[src/rtl/lcd_bcd_counter_view_if.sv]
// Pixel-stream and glyph-ROM bus between the st7735 driver side and the counter view.
interface lcd_bcd_counter_view_if #(
  parameter int ADDR_W = 11,
  parameter int INT_W  = 4
);
  logic [7:0]        x;
  logic [6:0]        y;
  logic              next_pixel;
  logic [15:0]       color;
  logic [ADDR_W-1:0] rom_addr;
  logic [INT_W-1:0]  rom_data;

  // Driver + ROM side: supplies coordinates, pixel strobe and ROM read data.
  modport master (
    output x, y, next_pixel, rom_data,
    input  color, rom_addr
  );

  // View side: consumes coordinates and ROM data, produces colour and ROM address.
  modport slave (
    input  x, y, next_pixel, rom_data,
    output color, rom_addr
  );
endinterface

[src/rtl/lcd_bcd_counter_view.sv]
// Multi-digit BCD counter with fractional prescaler, rendered onto the st7735
// pixel stream through a glyph ROM; display value is latched once per frame.
module lcd_bcd_counter_view #(
  parameter int          DIGITS      = 4,
  parameter int          CLK_HZ      = 12000000,
  parameter int          TICK_HZ     = 1,
  parameter int          ACC_BITS    = 28,
  parameter int          GLYPH_COLS  = 20,
  parameter int          GLYPH_ROWS  = 10,
  parameter int          SCALE_SHIFT = 1,
  parameter int          X_ORG       = 0,
  parameter int          Y_ORG       = 0,
  parameter int          H_RES       = 160,
  parameter int          V_RES       = 128,
  parameter int          INT_W       = 4,
  parameter logic [15:0] FG_MASK     = 16'hFFFF,
  parameter logic [15:0] BG_COLOR    = 16'h0000,
  parameter int          ADDR_W      = $clog2(10 * GLYPH_COLS * GLYPH_ROWS)
) (
  input  logic                     clk,
  input  logic                     reset,
  lcd_bcd_counter_view_if.slave    pix,
  input  logic                     cnt_en,
  input  logic                     cnt_down,
  input  logic                     cnt_clear,
  output logic [4*DIGITS-1:0]      digits,
  output logic                     wrap
);

  localparam logic [63:0] INC_FULL =
    ((64'd1 << (ACC_BITS - 1)) * 64'(TICK_HZ)) / 64'(CLK_HZ);
  localparam logic [ACC_BITS-1:0] INC = INC_FULL[ACC_BITS-1:0];

  localparam int CW = GLYPH_COLS << SCALE_SHIFT;
  localparam int CH = GLYPH_ROWS << SCALE_SHIFT;

  logic [ACC_BITS-1:0] r_acc;
  logic [4*DIGITS-1:0] r_digits;
  logic [4*DIGITS-1:0] r_snap;
  logic                r_wrap;
  logic                r_in_band_q;
  logic [15:0]         r_color;

  logic                w_tick;
  logic [4*DIGITS-1:0] w_next;
  logic                w_carry;
  logic [15:0]         w_dx;
  logic [15:0]         w_dy;
  logic                w_in_band;
  logic [15:0]         w_base;
  logic [3:0]          w_d;
  logic [15:0]         w_col;
  logic [15:0]         w_row;
  logic [ADDR_W-1:0]   w_rom_addr;
  logic [4:0]          w_r5;
  logic [5:0]          w_g6;
  logic [15:0]         w_shade;

  assign w_tick = cnt_en & r_acc[ACC_BITS-1];

  // Prescaler: dropping the MSB on overflow keeps the fractional remainder.
  always_ff @(posedge clk) begin
    if (reset || cnt_clear) begin
      r_acc <= '0;
    end else if (cnt_en) begin
      if (r_acc[ACC_BITS-1]) r_acc <= {1'b0, r_acc[ACC_BITS-2:0]} + INC;
      else                   r_acc <= r_acc + INC;
    end
  end

  // Ripple increment/decrement across BCD digits; final carry is the wrap.
  always_comb begin
    w_next  = r_digits;
    w_carry = 1'b1;
    for (int unsigned i = 0; i < DIGITS; i++) begin
      if (w_carry) begin
        if (!cnt_down) begin
          if (r_digits[4*i +: 4] >= 4'd9) begin
            w_next[4*i +: 4] = 4'd0;
          end else begin
            w_next[4*i +: 4] = r_digits[4*i +: 4] + 4'd1;
            w_carry          = 1'b0;
          end
        end else begin
          if (r_digits[4*i +: 4] == 4'd0) begin
            w_next[4*i +: 4] = 4'd9;
          end else begin
            w_next[4*i +: 4] = r_digits[4*i +: 4] - 4'd1;
            w_carry          = 1'b0;
          end
        end
      end
    end
  end

  // Counter state and single-cycle wrap pulse; clear beats a same-cycle tick.
  always_ff @(posedge clk) begin
    if (reset) begin
      r_digits <= '0;
      r_wrap   <= 1'b0;
    end else begin
      r_wrap <= 1'b0;
      if (cnt_clear) begin
        r_digits <= '0;
      end else if (w_tick) begin
        r_digits <= w_next;
        r_wrap   <= w_carry;
      end
    end
  end

  // Latch the live value on the last pixel of each frame.
  always_ff @(posedge clk) begin
    if (reset) begin
      r_snap <= '0;
    end else if (pix.next_pixel && (pix.x == 8'(H_RES - 1)) &&
                 (pix.y == 7'(V_RES - 1))) begin
      r_snap <= r_digits;
    end
  end

  // Pixel-to-glyph mapping; the cell is picked by a constant threshold chain.
  always_comb begin
    w_dx      = 16'({8'b0, pix.x}) - 16'(X_ORG);
    w_dy      = 16'({9'b0, pix.y}) - 16'(Y_ORG);
    w_in_band = !w_dx[15] && (w_dx < 16'(DIGITS * CW)) &&
                !w_dy[15] && (w_dy < 16'(CH));
    w_base    = '0;
    w_d       = r_snap[4*(DIGITS-1) +: 4];
    for (int unsigned k = 1; k < DIGITS; k++) begin
      if (w_dx >= 16'(k * CW)) begin
        w_base = 16'(k * CW);
        w_d    = r_snap[4*(DIGITS-1-k) +: 4];
      end
    end
    w_col      = (w_dx - w_base) >> SCALE_SHIFT;
    w_row      = w_dy >> SCALE_SHIFT;
    w_rom_addr = '0;
    if (w_in_band) begin
      w_rom_addr = ADDR_W'(32'(w_d) * 32'(GLYPH_COLS * GLYPH_ROWS) +
                           32'(w_row) * 32'(GLYPH_COLS) + 32'(w_col));
    end
  end

  assign pix.rom_addr = w_rom_addr;

  // Gray shade: intensity left-aligned into each RGB565 field.
  always_comb begin
    w_r5    = 5'(({pix.rom_data, 6'b0}) >> (INT_W + 1));
    w_g6    = 6'(({pix.rom_data, 6'b0}) >> INT_W);
    w_shade = {w_r5, w_g6, w_r5} & FG_MASK;
  end

  // Band flag delayed to line up with the registered ROM read.
  always_ff @(posedge clk) begin
    if (reset) r_in_band_q <= 1'b0;
    else       r_in_band_q <= w_in_band;
  end

  // Colour register updated only when the driver takes a pixel.
  always_ff @(posedge clk) begin
    if (reset) begin
      r_color <= '0;
    end else if (pix.next_pixel) begin
      if (!r_in_band_q || (pix.rom_data == '0)) r_color <= BG_COLOR;
      else                                       r_color <= w_shade;
    end
  end

  assign pix.color = r_color;
  assign digits    = r_digits;
  assign wrap      = r_wrap;

endmodule

[src/flat_wrapper.sv]
// flat-port wrapper written by rule: the top's interface ports become plain ports
module lcd_bcd_counter_view_flat 
#(
  parameter int          DIGITS      = 4,
  parameter int          CLK_HZ      = 12000000,
  parameter int          TICK_HZ     = 1,
  parameter int          ACC_BITS    = 28,
  parameter int          GLYPH_COLS  = 20,
  parameter int          GLYPH_ROWS  = 10,
  parameter int          SCALE_SHIFT = 1,
  parameter int          X_ORG       = 0,
  parameter int          Y_ORG       = 0,
  parameter int          H_RES       = 160,
  parameter int          V_RES       = 128,
  parameter int          INT_W       = 4,
  parameter logic [15:0] FG_MASK     = 16'hFFFF,
  parameter logic [15:0] BG_COLOR    = 16'h0000,
  parameter int          ADDR_W      = $clog2(10 * GLYPH_COLS * GLYPH_ROWS)
)
  (clk, reset, cnt_en, cnt_down, cnt_clear, digits, wrap, pix_x, pix_y, pix_next_pixel, pix_rom_data, pix_color, pix_rom_addr);
  lcd_bcd_counter_view_if #(.ADDR_W(ADDR_W), .INT_W(INT_W)) pix_i ();
  input  logic clk;
  input  logic reset;
  input  logic cnt_en;
  input  logic cnt_down;
  input  logic cnt_clear;
  output logic [4*DIGITS-1:0] digits;
  output logic wrap;
  input wire logic [$bits(pix_i.x)-1:0] pix_x;
  input wire logic [$bits(pix_i.y)-1:0] pix_y;
  input wire logic [$bits(pix_i.next_pixel)-1:0] pix_next_pixel;
  input wire logic [$bits(pix_i.rom_data)-1:0] pix_rom_data;
  output wire logic [$bits(pix_i.color)-1:0] pix_color;
  output wire logic [$bits(pix_i.rom_addr)-1:0] pix_rom_addr;
  assign pix_i.x = pix_x;
  assign pix_i.y = pix_y;
  assign pix_i.next_pixel = pix_next_pixel;
  assign pix_i.rom_data = pix_rom_data;
  assign pix_color = pix_i.color;
  assign pix_rom_addr = pix_i.rom_addr;
  lcd_bcd_counter_view #(.DIGITS(DIGITS), .CLK_HZ(CLK_HZ), .TICK_HZ(TICK_HZ), .ACC_BITS(ACC_BITS), .GLYPH_COLS(GLYPH_COLS), .GLYPH_ROWS(GLYPH_ROWS), .SCALE_SHIFT(SCALE_SHIFT), .X_ORG(X_ORG), .Y_ORG(Y_ORG), .H_RES(H_RES), .V_RES(V_RES), .INT_W(INT_W), .FG_MASK(FG_MASK), .BG_COLOR(BG_COLOR), .ADDR_W(ADDR_W)) u_core (.clk(clk), .reset(reset), .pix(pix_i), .cnt_en(cnt_en), .cnt_down(cnt_down), .cnt_clear(cnt_clear), .digits(digits), .wrap(wrap));
endmodule
[config.mk]
export PLATFORM = sky130hd
export DESIGN_NAME = lcd_bcd_counter_view_flat
export DESIGN_NICKNAME = d
export VERILOG_FILES = /design/src/rtl/lcd_bcd_counter_view_if.sv /design/src/rtl/lcd_bcd_counter_view.sv /design/src/flat_wrapper.sv
export SDC_FILE = /design/constraint.sdc
export NUM_CORES = 1
export LEC_CHECK = 0
export BUFFER_PORTS_ARGS = -buffer_cell sky130_fd_sc_hd__buf_2
export CAP_MARGIN = 20
export CELL_PAD_IN_SITES_DETAIL_PLACEMENT = 1
export CELL_PAD_IN_SITES_GLOBAL_PLACEMENT = 2
export CORE_ASPECT_RATIO = 0.5
export CORE_MARGIN = 3
export CORE_UTILIZATION = 35
export CTS_CLUSTER_DIAMETER = 30
export DETAILED_ROUTE_END_ITERATION = 6
export HOLD_SLACK_MARGIN = 0.05
export PLACE_DENSITY_LB_ADDON = 0.1
export REMOVE_ABC_BUFFERS = 1
export SYNTH_ARGS = -nofsm -noshare
export SYNTH_HDL_FRONTEND = slang
export SYNTH_SLANG_ARGS = --single-unit
[constraint.sdc]
create_clock -name clk -period 6.82 [get_ports clk]
set_input_delay 1.023 -clock clk [delete_from_list [all_inputs] [get_ports clk]]
set_output_delay 1.023 -clock clk [all_outputs]
set_load 0.01 [all_outputs]
==> impl_metrics.toml, run 1 <==
[synth]
async_flop_share_pct = 0
netlist_area_um2 = 4840
ys_warn_count = 0
synth_fa_ha_area_share_pct = 15.9
synth_simple_gate_area_share_pct = 20.0
ys_types = 65
synth_edf_count = 0
synth-main-ff-cell = "dfxtp_1"
syn_inst = 583
synth_seq_cells = 66
synth_top_family_by_area = "simple AND/OR/NAND/NOR gates"
yosys-mux-area-fraction_pct = 4.78
synth-compound-area-share_pct = 17.0
synth-xor-area-share_pct = 6.98
syn_avg_cell_area_um2 = 8.30
ys_seq_area_share_pct = 27.3

[clocking]
root_buffer = "clkbuf_16"
hold_buffers = 0
cts.sinks = 66
clkTransAtPathRegs_ns = 0.05
clk_path_buf_depth = 2
cts_resized = 0
cts_made_buffers = 9
htree_levels = 3
cts_setup_buffers = 0
tritoncts = "done"
clkLatencyLatePin_ns = 0.33

[sta]
setup_violations = 0
hold_violations = 0
timing.final.ws_setup_ns = 0.614
finalCritPeriodShare_pct = 91.0
fin_setup_tns_ns = 0
rsz0062_at_grt = "no"
relSlewSlack_pct = 39.9
fin_skew_ns = 0.00953
worstMarginPinSlew_ns = 0.901
max_freq_ghz = 0.161
period_needed_ns = 6.21
drv_slew = 0

[routing]
wl_mm = 12.0
drc = 0
routed_via_density = 5.17
ant_nets = 0
drt-pass1-iter-count = 4
drtIter0Drc = 129
routedWlPerCell_um = 15.0
vias = 4145

[worst_hold_path]
hold_path.class = "flop to flop"
hold_path.startpoint = "u_core.r_acc[27]$_SDFFE_PP0P_"

[finish]
fillers = 1585
ff_latch_area_um2 = 1320
final_cell_area_um2 = 5520
mostFrequentLayoutCells = "69 x nor2_1, 66 x dfxtp_1, 64 x buf_2"
syn2layout_area_growth_pct = 14.1
layout.nets = 707
mostFrequentLayoutCell = "nor2_1"
drive_gt1_share_pct = 14.9
instances_no_fill = 802
multi_input_area_um2 = 3150
antennaDiodeCount = 0

[placed_design]
hpwlAfterDp_mm = 9.09
io_buffers = 64
pre_cts_slack_ns = 0.552
gp_congestion = 0.774
dp.cells = 787
placed_area_um2 = 5210

[setup_path]
arrival_ns = 5.18
crit_end = "pix_rom_addr[10]"
reg2reg_from = "u_core.digits[0]$_SDFFE_PP0P_"
r2r_cells = 8
path_class = "primary input to output port"
crit_path_end_kind = "output port"
timing.rr.end = "u_core.digits[14]$_SDFFE_PP0P_"
cp-startpoint = "pix_x[4]"
required_ns = 5.80
crit_fanout = 8
reg2reg_slack_ns = 4.40
cp-start-kind = "primary input"

[floorplanning]
start_util_pct = 37.0
pin_count = 69
rows = 29
core_area_um2 = 13100
die_h_um = 89.1
die_w_um = 172
dieArea_um2 = 15400

[grt]
grt_pass1_vias = 4097
antenna_found_initial = 0
grt_pass1_wl_mm = 20.3
grt-ovfl-total = 0
gr-usage-all-layers_pct = 16.5
grt_max_degree = 44

[outcome]
status = "completed"

[power_and_ir_drop]
power_density_nw_per_um2 = 206
ir_worst_vdd_uv = 97.9
p_leak_nw = 2.37

[flow_run]
drv_cap = 0
## synthesized netlist by cell type, drive strengths merged, types with 3 or more instances
cell type | instances | area [um^2]
fa | 11 | 220
xnor2 | 23 | 201
nor2 | 69 | 259
and4 | 3 | 26.3
a31oi | 5 | 31.3
dfxtp | 66 | 1320
nand3 | 19 | 108
nand4 | 9 | 56.3
a211oi | 7 | 52.6
or3b | 4 | 37.5
a21o | 10 | 75.1
nor2b | 9 | 56.3
nor4 | 4 | 31.3
xor2 | 13 | 114
nand2b | 8 | 50.1
buf | 19 | 133
nand2 | 26 | 97.6
ha | 43 | 538
inv | 51 | 191
nor3 | 11 | 55.1
o21bai | 5 | 48.8
o22ai | 4 | 25.0
and3 | 4 | 25.0
mux2i | 22 | 220
nor3b | 3 | 22.5
o21ai | 25 | 125
or2 | 3 | 18.8
and2 | 7 | 43.8
clkbuf | 16 | 60.1
o21a | 6 | 45.0
a21oi | 39 | 195
or3 | 10 | 62.6
## per-stage QoR
| stage | utilization (%) | hold WS (ns) | total power [W] |
|---|---|---|---|
| final | 42.3 | 0.472 | 0.00114 |
| after global routing | 42.3 | 0.515 | 0.00122 |
| after CTS | 42.3 | 0.484 | 0.00116 |
| after detailed placement | 39.9 | 0.465 | 0.000675 |
| after global placement | 39.9 | 0.455 | 0.000670 |
| after floorplan | - | 0.441 | 0.000597 |
## per-layer routing
layer | wire length (um) | part of all wire, % | vias up | track usage (%)
met4 | 148 | 1.2 | 0 | 4.42
li1 | - | - | 2087 | -
met3 | 403 | 3.3 | 13 | 3.89
met1 | 6170 | 51 | 1985 | 21.9
met5 | 0 | 0 | - | 0
met2 | 5320 | 44 | 60 | 27.2
## state kept, by name (all words and copies together), names as in the netlist
| name | flops |
|---|---|
| u_core.r_acc | 28 |
| u_core.wrap | 1 |
| u_core.r_snap | 16 |
| u_core.digits | 16 |
| u_core.r_in_band_q | 1 |
| u_core.pix.color | 4 |
## cell type report
cell class | instances | share of cell area [%]
Multi-Input combinational cell | 434 | 57.1
Sequential cell | 66 | 23.9
Timing Repair Buffer | 66 | 6.08
Clock buffer | 13 | 4.90
Tap cell | 170 | 3.85
Inverter | 51 | 3.47
Clock inverter | 2 | 0.635
## report_power, final
| part | switching [W] | internal [W] | leakage (nW) |
|---|---|---|---|
| Combinational | 0.000158 | 0.000118 | 1.68 |
| Sequential | 0.00000138 | 0.000387 | 0.532 |
| Clock | 0.000160 | 0.000310 | 0.152 |
| Total | 0.000320 | 0.000816 | 2.37 |
## worst min path at each step
stage                                    end  slack, ns  cells past startpoint
3_3_place_gp   u_core.r_acc[27]$_SDFFE_PP0P_       0.46                      2
6_report       u_core.r_acc[27]$_SDFFE_PP0P_       0.47                      2
4_1_cts        u_core.r_acc[27]$_SDFFE_PP0P_       0.48                      2
3_5_place_dp   u_core.r_acc[27]$_SDFFE_PP0P_       0.47                      2
5_1_grt        u_core.r_acc[20]$_SDFFE_PP0P_       0.51                      2
2_1_floorplan  u_core.r_acc[27]$_SDFFE_PP0P_       0.44                      2
## critical path: stages
cell,delay (ns)
buf_2,0.15
a41oi_1,0.58
o21ai_0,0.33
o22ai_1,0.20
a21o_1,0.16
inv_1,0.07
ha_1,0.28
ha_1,0.16
inv_1,0.05
fa_1,0.37
xnor2_1,0.20
fa_1,0.45
ha_1,0.24
nor4_1,0.26
o21ai_0,0.17
nand2_1,0.09
nand2_1,0.05
mux2i_1,0.18
buf_2,0.16
## cells by family (layout without fill, tap and decap cells)
group	Yosys count	in the layout
xor gates and xnor gates	37	37
other	1	4
buffers and inverters	86	132
muxes	23	23
and+or+nand+nor	191	191
AOI/OAI and AO/OA	124	124
adders and majority gates	55	55
DFF	66	66
Note: power is estimated with default switching activity, not from simulation.
==> run 2: changes to the inputs <==
--- a/config.mk
+++ b/config.mk
@@ -9,9 +9,9 @@
 export CAP_MARGIN = 20
 export CELL_PAD_IN_SITES_DETAIL_PLACEMENT = 1
 export CELL_PAD_IN_SITES_GLOBAL_PLACEMENT = 2
-export CORE_ASPECT_RATIO = 0.5
+export CORE_ASPECT_RATIO = 0.8
 export CORE_MARGIN = 3
-export CORE_UTILIZATION = 35
+export CORE_UTILIZATION = 31
 export CTS_CLUSTER_DIAMETER = 30
 export DETAILED_ROUTE_END_ITERATION = 6
 export HOLD_SLACK_MARGIN = 0.05
==> constraint.sdc (replaced) <==
create_clock -name clk -period 5.65 [get_ports clk]
set_input_delay 0.8475 -clock clk [delete_from_list [all_inputs] [get_ports clk]]
set_output_delay 0.8475 -clock clk [all_outputs]
set_load 0.01 [all_outputs]
==> run 2 against run 1 <==
Critical path depth stayed put. Highest routed layer unchanged. Worst setup slack worse by 0.30 ns. Via count is 0.89% higher. Hold slack worse by 0.0025 ns. Total power is 27% higher. Register-to-register slack worse by 1.2 ns. Sequential cell count stayed put. Count of clock-buffer cells in the layout is 1 lower. Combinational power is 23% higher. Sequential share of layout area is 0.53 points lower. Routed wire length is 7.3% higher. Core utilization is 5.0 points lower.
==> impl_metrics.toml, run 2 (synthesis gave the netlist of run 1 again) <==
[outcome]
status = "completed"

[power_and_ir_drop]
ir_worst_vdd_uv = 153
seqPwrFrac_pct = 32.6
intPower_w = 0.00104
clockPowerShare_pct = 43.7
switching_share_pct = 27.9
power_density_nw_per_um2 = 255
p_leak_nw = 2.40
power_switching_w = 0.000402
combPwrFrac_pct = 23.6

[grt]
antenna_found_initial = 0
grt_max_degree = 44
grt_pass1_vias = 4284
gr-usage-all-layers_pct = 15.3
grt_pass1_wl_mm = 22.0
grt-ovfl-total = 0

[clocking]
root_buffer = "clkbuf_16"
clk_path_buf_depth = 2
cts_setup_buffers = 0
clkLatencyLatePin_ns = 0.33
clkTransAtPathRegs_ns = 0.06
tritoncts = "done"
cts_made_buffers = 9
cts.sinks = 66
htree_levels = 3
cts_resized = 0
hold_buffers = 0

[setup_path]
required_ns = 4.80
arrival_ns = 4.49
path_class = "primary input to output port"
cp_slowest_cell = "fa_1"
crit_top_cell = "inv_1"
cpPeakStageDelay_ns = 0.48
crit_fanout = 5
cp-start-kind = "primary input"
crit_path_end_kind = "output port"
path_cells = "buf_2 -> inv_1 -> maj3_1 -> a211o_1 -> ha_1 -> inv_1 -> fa_1 -> inv_1 -> fa_1 -> inv_1 -> ha_1 -> fa_1 -> a21o_1 -> a21oi_1 -> o21bai_1 -> a21oi_1 -> xor2_1 -> nor2_1 -> buf_2"

[sta]
worstMarginPinSlew_ns = 0.924
fin_setup_tns_ns = 0
period_needed_ns = 5.33
fin_skew_ns = 0.00662
max_freq_ghz = 0.187
relSlewSlack_pct = 38.4
setup_violations = 0
rsz0062_at_grt = "no"
timing.final.ws_setup_ns = 0.315
drv_slew = 0
finalCritPeriodShare_pct = 94.4
hold_violations = 0

[floorplanning]
die_h_um = 118
pin_count = 69
start_util_pct = 31.9
rows = 40
die_w_um = 146
dieArea_um2 = 17200
core_area_um2 = 15200

[finish]
drive_gt1_share_pct = 16.2
fillers = 1817
syn2layout_area_growth_pct = 16.7
largest_reg_flops = 28
antennaDiodeCount = 0
layout.nets = 709
mostFrequentLayoutCell = "nor2_1"
mostFrequentLayoutCells = "68 x nor2_1, 66 x dfxtp_1, 64 x buf_2"
top_register = "u_core.r_acc"

[placed_design]
gp_congestion = 0.761
hpwlAfterDp_mm = 9.94
pre_cts_slack_ns = 0.161
io_buffers = 64

[routing]
drc = 0
drt-pass1-iter-count = 4
drtIter0Drc = 159
ant_nets = 0
wl_mm = 12.9
vias = 4182
routedWlPerCell_um = 15.3
routed_via_density = 4.95

[flow_run]
drv_cap = 0

[worst_hold_path]
hold_path.class = "flop to flop"
==> run 2: area by class of cell <==
class                      instances  area (um^2)  share of cell area, %
sequential                        66         1320                   23.4
clock inverter                     4         72.6                   1.29
inverter                          51          191                   3.39
timing repair buffer              68          350                   6.21
tap                              210          263                   4.66
clock buffer                      12          267                   4.72
multi-input combinational        434         3180                   56.3
==> run 2: worst paths after layout <==
kind	startpoint	end	slack, ns	cells after the start
setup / recovery	pix_x[6]	pix_rom_addr[9]	0.32	19
hold / removal	u_core.r_acc[27]$_SDFFE_PP0P_	u_core.r_acc[27]$_SDFFE_PP0P_	0.47	2
hold reg to reg	u_core.r_acc[27]$_SDFFE_PP0P_	u_core.r_acc[27]$_SDFFE_PP0P_	0.47	2
setup reg to reg	u_core.digits[0]$_SDFFE_PP0P_	u_core.digits[14]$_SDFFE_PP0P_	3.20	8
==> run 2: power by group through the flow <==
stage	clock network, W	registers, W	logic [W]
2_1_floorplan	0	0.000479	0.000241
3_3_place_gp	0	0.000479	0.000332
3_5_place_dp	0	0.000479	0.000335
4_1_cts	0.000647	0.000469	0.000337
5_1_grt	0.000666	0.000469	0.000389
6_report	0.000629	0.000469	0.000340
==> run 2: routing by layer <==
metal	global-route usage, %	up-vias	share of wire (%)
met2	23.7	58	43
met3	3.46	10	3.6
met4	2.85	0	0.79
met5	0	-	0
met1	22.0	2026	52
li1	-	2088	-
==> run 2: worst max-delay path, delay by kind of cell <==
family                     cells  cell delay (ns)
xor gates and xnor gates       1             0.16
AOI/OAI and AO/OA              5             1.00
adders and majority gates      6             1.88
and+or+nand+nor                1             0.06
buffers and inverters          6             0.55
==> run 2: through the flow <==
stage | utilization [%] | cells | power [W] | hold WS, ns | cell area (um^2)
5_1_grt | 37.2 | 845 | 0.00152 | 0.499 | 5640
4_1_cts | 37.0 | 845 | 0.00145 | 0.477 | 5620
3_5_place_dp | 34.8 | 829 | 0.000814 | 0.469 | 5280
6_report | 37.2 | 845 | 0.00144 | 0.470 | 5640
2_1_floorplan | - | 551 | 0.000720 | 0.441 | 4660
3_3_place_gp | 34.8 | 829 | 0.000811 | 0.451 | 5280
==> run 3: changes to the inputs <==
--- a/config.mk
+++ b/config.mk
@@ -15,6 +15,7 @@
 export CTS_CLUSTER_DIAMETER = 30
 export DETAILED_ROUTE_END_ITERATION = 6
 export HOLD_SLACK_MARGIN = 0.05
+export MAX_ROUTING_LAYER = met4
 export PLACE_DENSITY_LB_ADDON = 0.1
 export REMOVE_ABC_BUFFERS = 1
 export SYNTH_ARGS = -nofsm -noshare
==> run 3 against run 2 <==
First-iteration DRC count up 4.4%. Sequential cell count did not move. Core utilization is the same. Maximum frequency is essentially flat. Design area stayed put. Routed wire length fell by 0.15%. Via count down 0.29%.
==> impl_metrics.toml, run 3 (synthesis gave the netlist of run 1 again) <==
[setup_path]
required_ns = 4.80
path_class = "primary input to output port"
critPathBufInv = 6
cp-startpoint = "pix_x[6]"
cp-start-kind = "primary input"
cpPeakStageDelay_ns = 0.48
cp_top_family = "adder cells"
crit_path_end_kind = "output port"
arrival_ns = 4.49
crit_end = "pix_rom_addr[9]"
cp_slowest_cell = "fa_1"
crit_fanout = 5
reg2reg_slack_ns = 3.20
reg2reg_from = "u_core.digits[0]$_SDFFE_PP0P_"
path_cells = "buf_2 -> inv_1 -> maj3_1 -> a211o_1 -> ha_1 -> inv_1 -> fa_1 -> inv_1 -> fa_1 -> inv_1 -> ha_1 -> fa_1 -> a21o_1 -> a21oi_1 -> o21bai_1 -> a21oi_1 -> xor2_1 -> nor2_1 -> buf_2"
path_depth = 19
r2r_cells = 8
timing.rr.end = "u_core.digits[14]$_SDFFE_PP0P_"
crit_top_cell = "inv_1"

[sta]
max_freq_ghz = 0.187
drv_slew = 0
relSlewSlack_pct = 38.5
fin_setup_tns_ns = 0
period_needed_ns = 5.33
worstMarginPinSlew_ns = 0.923
hold_violations = 0
fin_skew_ns = 0.00653
rsz0062_at_grt = "no"
finalCritPeriodShare_pct = 94.4
fin_hold_ws_ns = 0.470
setup_violations = 0

[routing]
drc = 0
drtIter0Drc = 166
routed_via_density = 4.93
wl_mm = 12.9
drt-pass1-iter-count = 4
ant_nets = 0
routedWlPerCell_um = 15.3
vias = 4170

[grt]
antenna_found_initial = 0
grt_max_degree = 44
grt_pass1_wl_mm = 22.0
grt-ovfl-total = 0
gr-usage-all-layers_pct = 15.8
grt_pass1_vias = 4284

[power_and_ir_drop]
p_leak_nw = 2.40
power_density_nw_per_um2 = 255
power_w = 0.00144
ir_worst_vdd_uv = 151

[floorplanning]
pin_count = 69
die_h_um = 118
start_util_pct = 31.9
core_area_um2 = 15200
die_w_um = 146
rows = 40
dieArea_um2 = 17200

[placed_design]
io_buffers = 64
placed_area_um2 = 5280
gp_congestion = 0.771
hpwlAfterDp_mm = 9.94

[clocking]
htree_levels = 3
clkTransAtPathRegs_ns = 0.06
clk_path_buf_depth = 2
hold_buffers = 0
cts.sinks = 66
clkLatencyLatePin_ns = 0.33
root_buffer = "clkbuf_16"
cts_made_buffers = 9
tritoncts = "done"

[finish]
mostFrequentLayoutCell = "nor2_1"
ff_latch_area_um2 = 1320
layout.nets = 709
final_util_pct = 37.2
fillers = 1817
largest_reg_flops = 28
final_cell_area_um2 = 5640
syn2layout_area_growth_pct = 16.7
drive_gt1_share_pct = 16.2
multi_input_area_um2 = 3180
mostFrequentLayoutCells = "68 x nor2_1, 66 x dfxtp_1, 64 x buf_2"
top_register = "u_core.r_acc"
antennaDiodeCount = 0

[flow_run]
drv_cap = 0

[outcome]
status = "completed"

[worst_hold_path]
hold_path.class = "flop to flop"
run 3: cell counts in the layout (fill, tap and decap cells not counted):
Identical to the previous run, type by type.
run 3: worst min path at each step:
stage                                        startpoint                            end  slack (ns)  depth (start not counted)
final                     u_core.r_acc[27]$_SDFFE_PP0P_  u_core.r_acc[27]$_SDFFE_PP0P_        0.47                          2
after CTS                 u_core.r_acc[27]$_SDFFE_PP0P_  u_core.r_acc[27]$_SDFFE_PP0P_        0.48                          2
after global routing      u_core.r_acc[27]$_SDFFE_PP0P_  u_core.r_acc[27]$_SDFFE_PP0P_        0.50                          2
after detailed placement  u_core.r_acc[27]$_SDFFE_PP0P_  u_core.r_acc[27]$_SDFFE_PP0P_        0.47                          2
after floorplan           u_core.r_acc[27]$_SDFFE_PP0P_  u_core.r_acc[27]$_SDFFE_PP0P_        0.44                          2
after global placement    u_core.r_acc[27]$_SDFFE_PP0P_  u_core.r_acc[27]$_SDFFE_PP0P_        0.45                          2
run 3: what timing repair did:
| action | 4_1_cts | 5_1_grt |
|---|---|---|
| setup endpoints to repair | 0 | 2 |
| gates resized for setup | 0 | 9 |
| setup buffers | 0 | 0 |
run 3: cell type report:
cell class | instances | area share (%)
multi-input cells | 434 | 56.3
flip-flops and latches | 66 | 23.4
repair buffers | 68 | 6.21
clock buffers | 12 | 4.72
well taps | 210 | 4.66
inverters | 51 | 3.39
clock inverters | 4 | 1.29
run 3: per-layer routing:
metal / global-route usage, % / vias up / share of wire [%]
met5: - / - / 0
met4: 2.85 / 0 / 0.71
met3: 2.96 / 10 / 3.1
met2: 23.6 / 57 / 43
met1: 22.4 / 2015 / 53
li1: - / 2088 / -
run 3: worst min-delay path, cell delays in order (launching register included):
cell	delay, ns
dfxtp_1	0.30
nand2b_1	0.06
a21oi_1	0.06
run 3: metrics by stage:
step / instances / worst slack (ns)
global placement: 829 / 0.263
finish: 845 / 0.315
CTS: 845 / 0.160
detailed placement: 829 / 0.161
floorplan: 551 / 0.608
global route: 845 / 0.0304
run 3: power breakdown:
group          switching (W)  leakage [nW]  internal, W
combinational       0.000192          1.70     0.000148
sequential        0.00000174         0.532     0.000467
clock               0.000207         0.165     0.000422
total               0.000401          2.40      0.00104
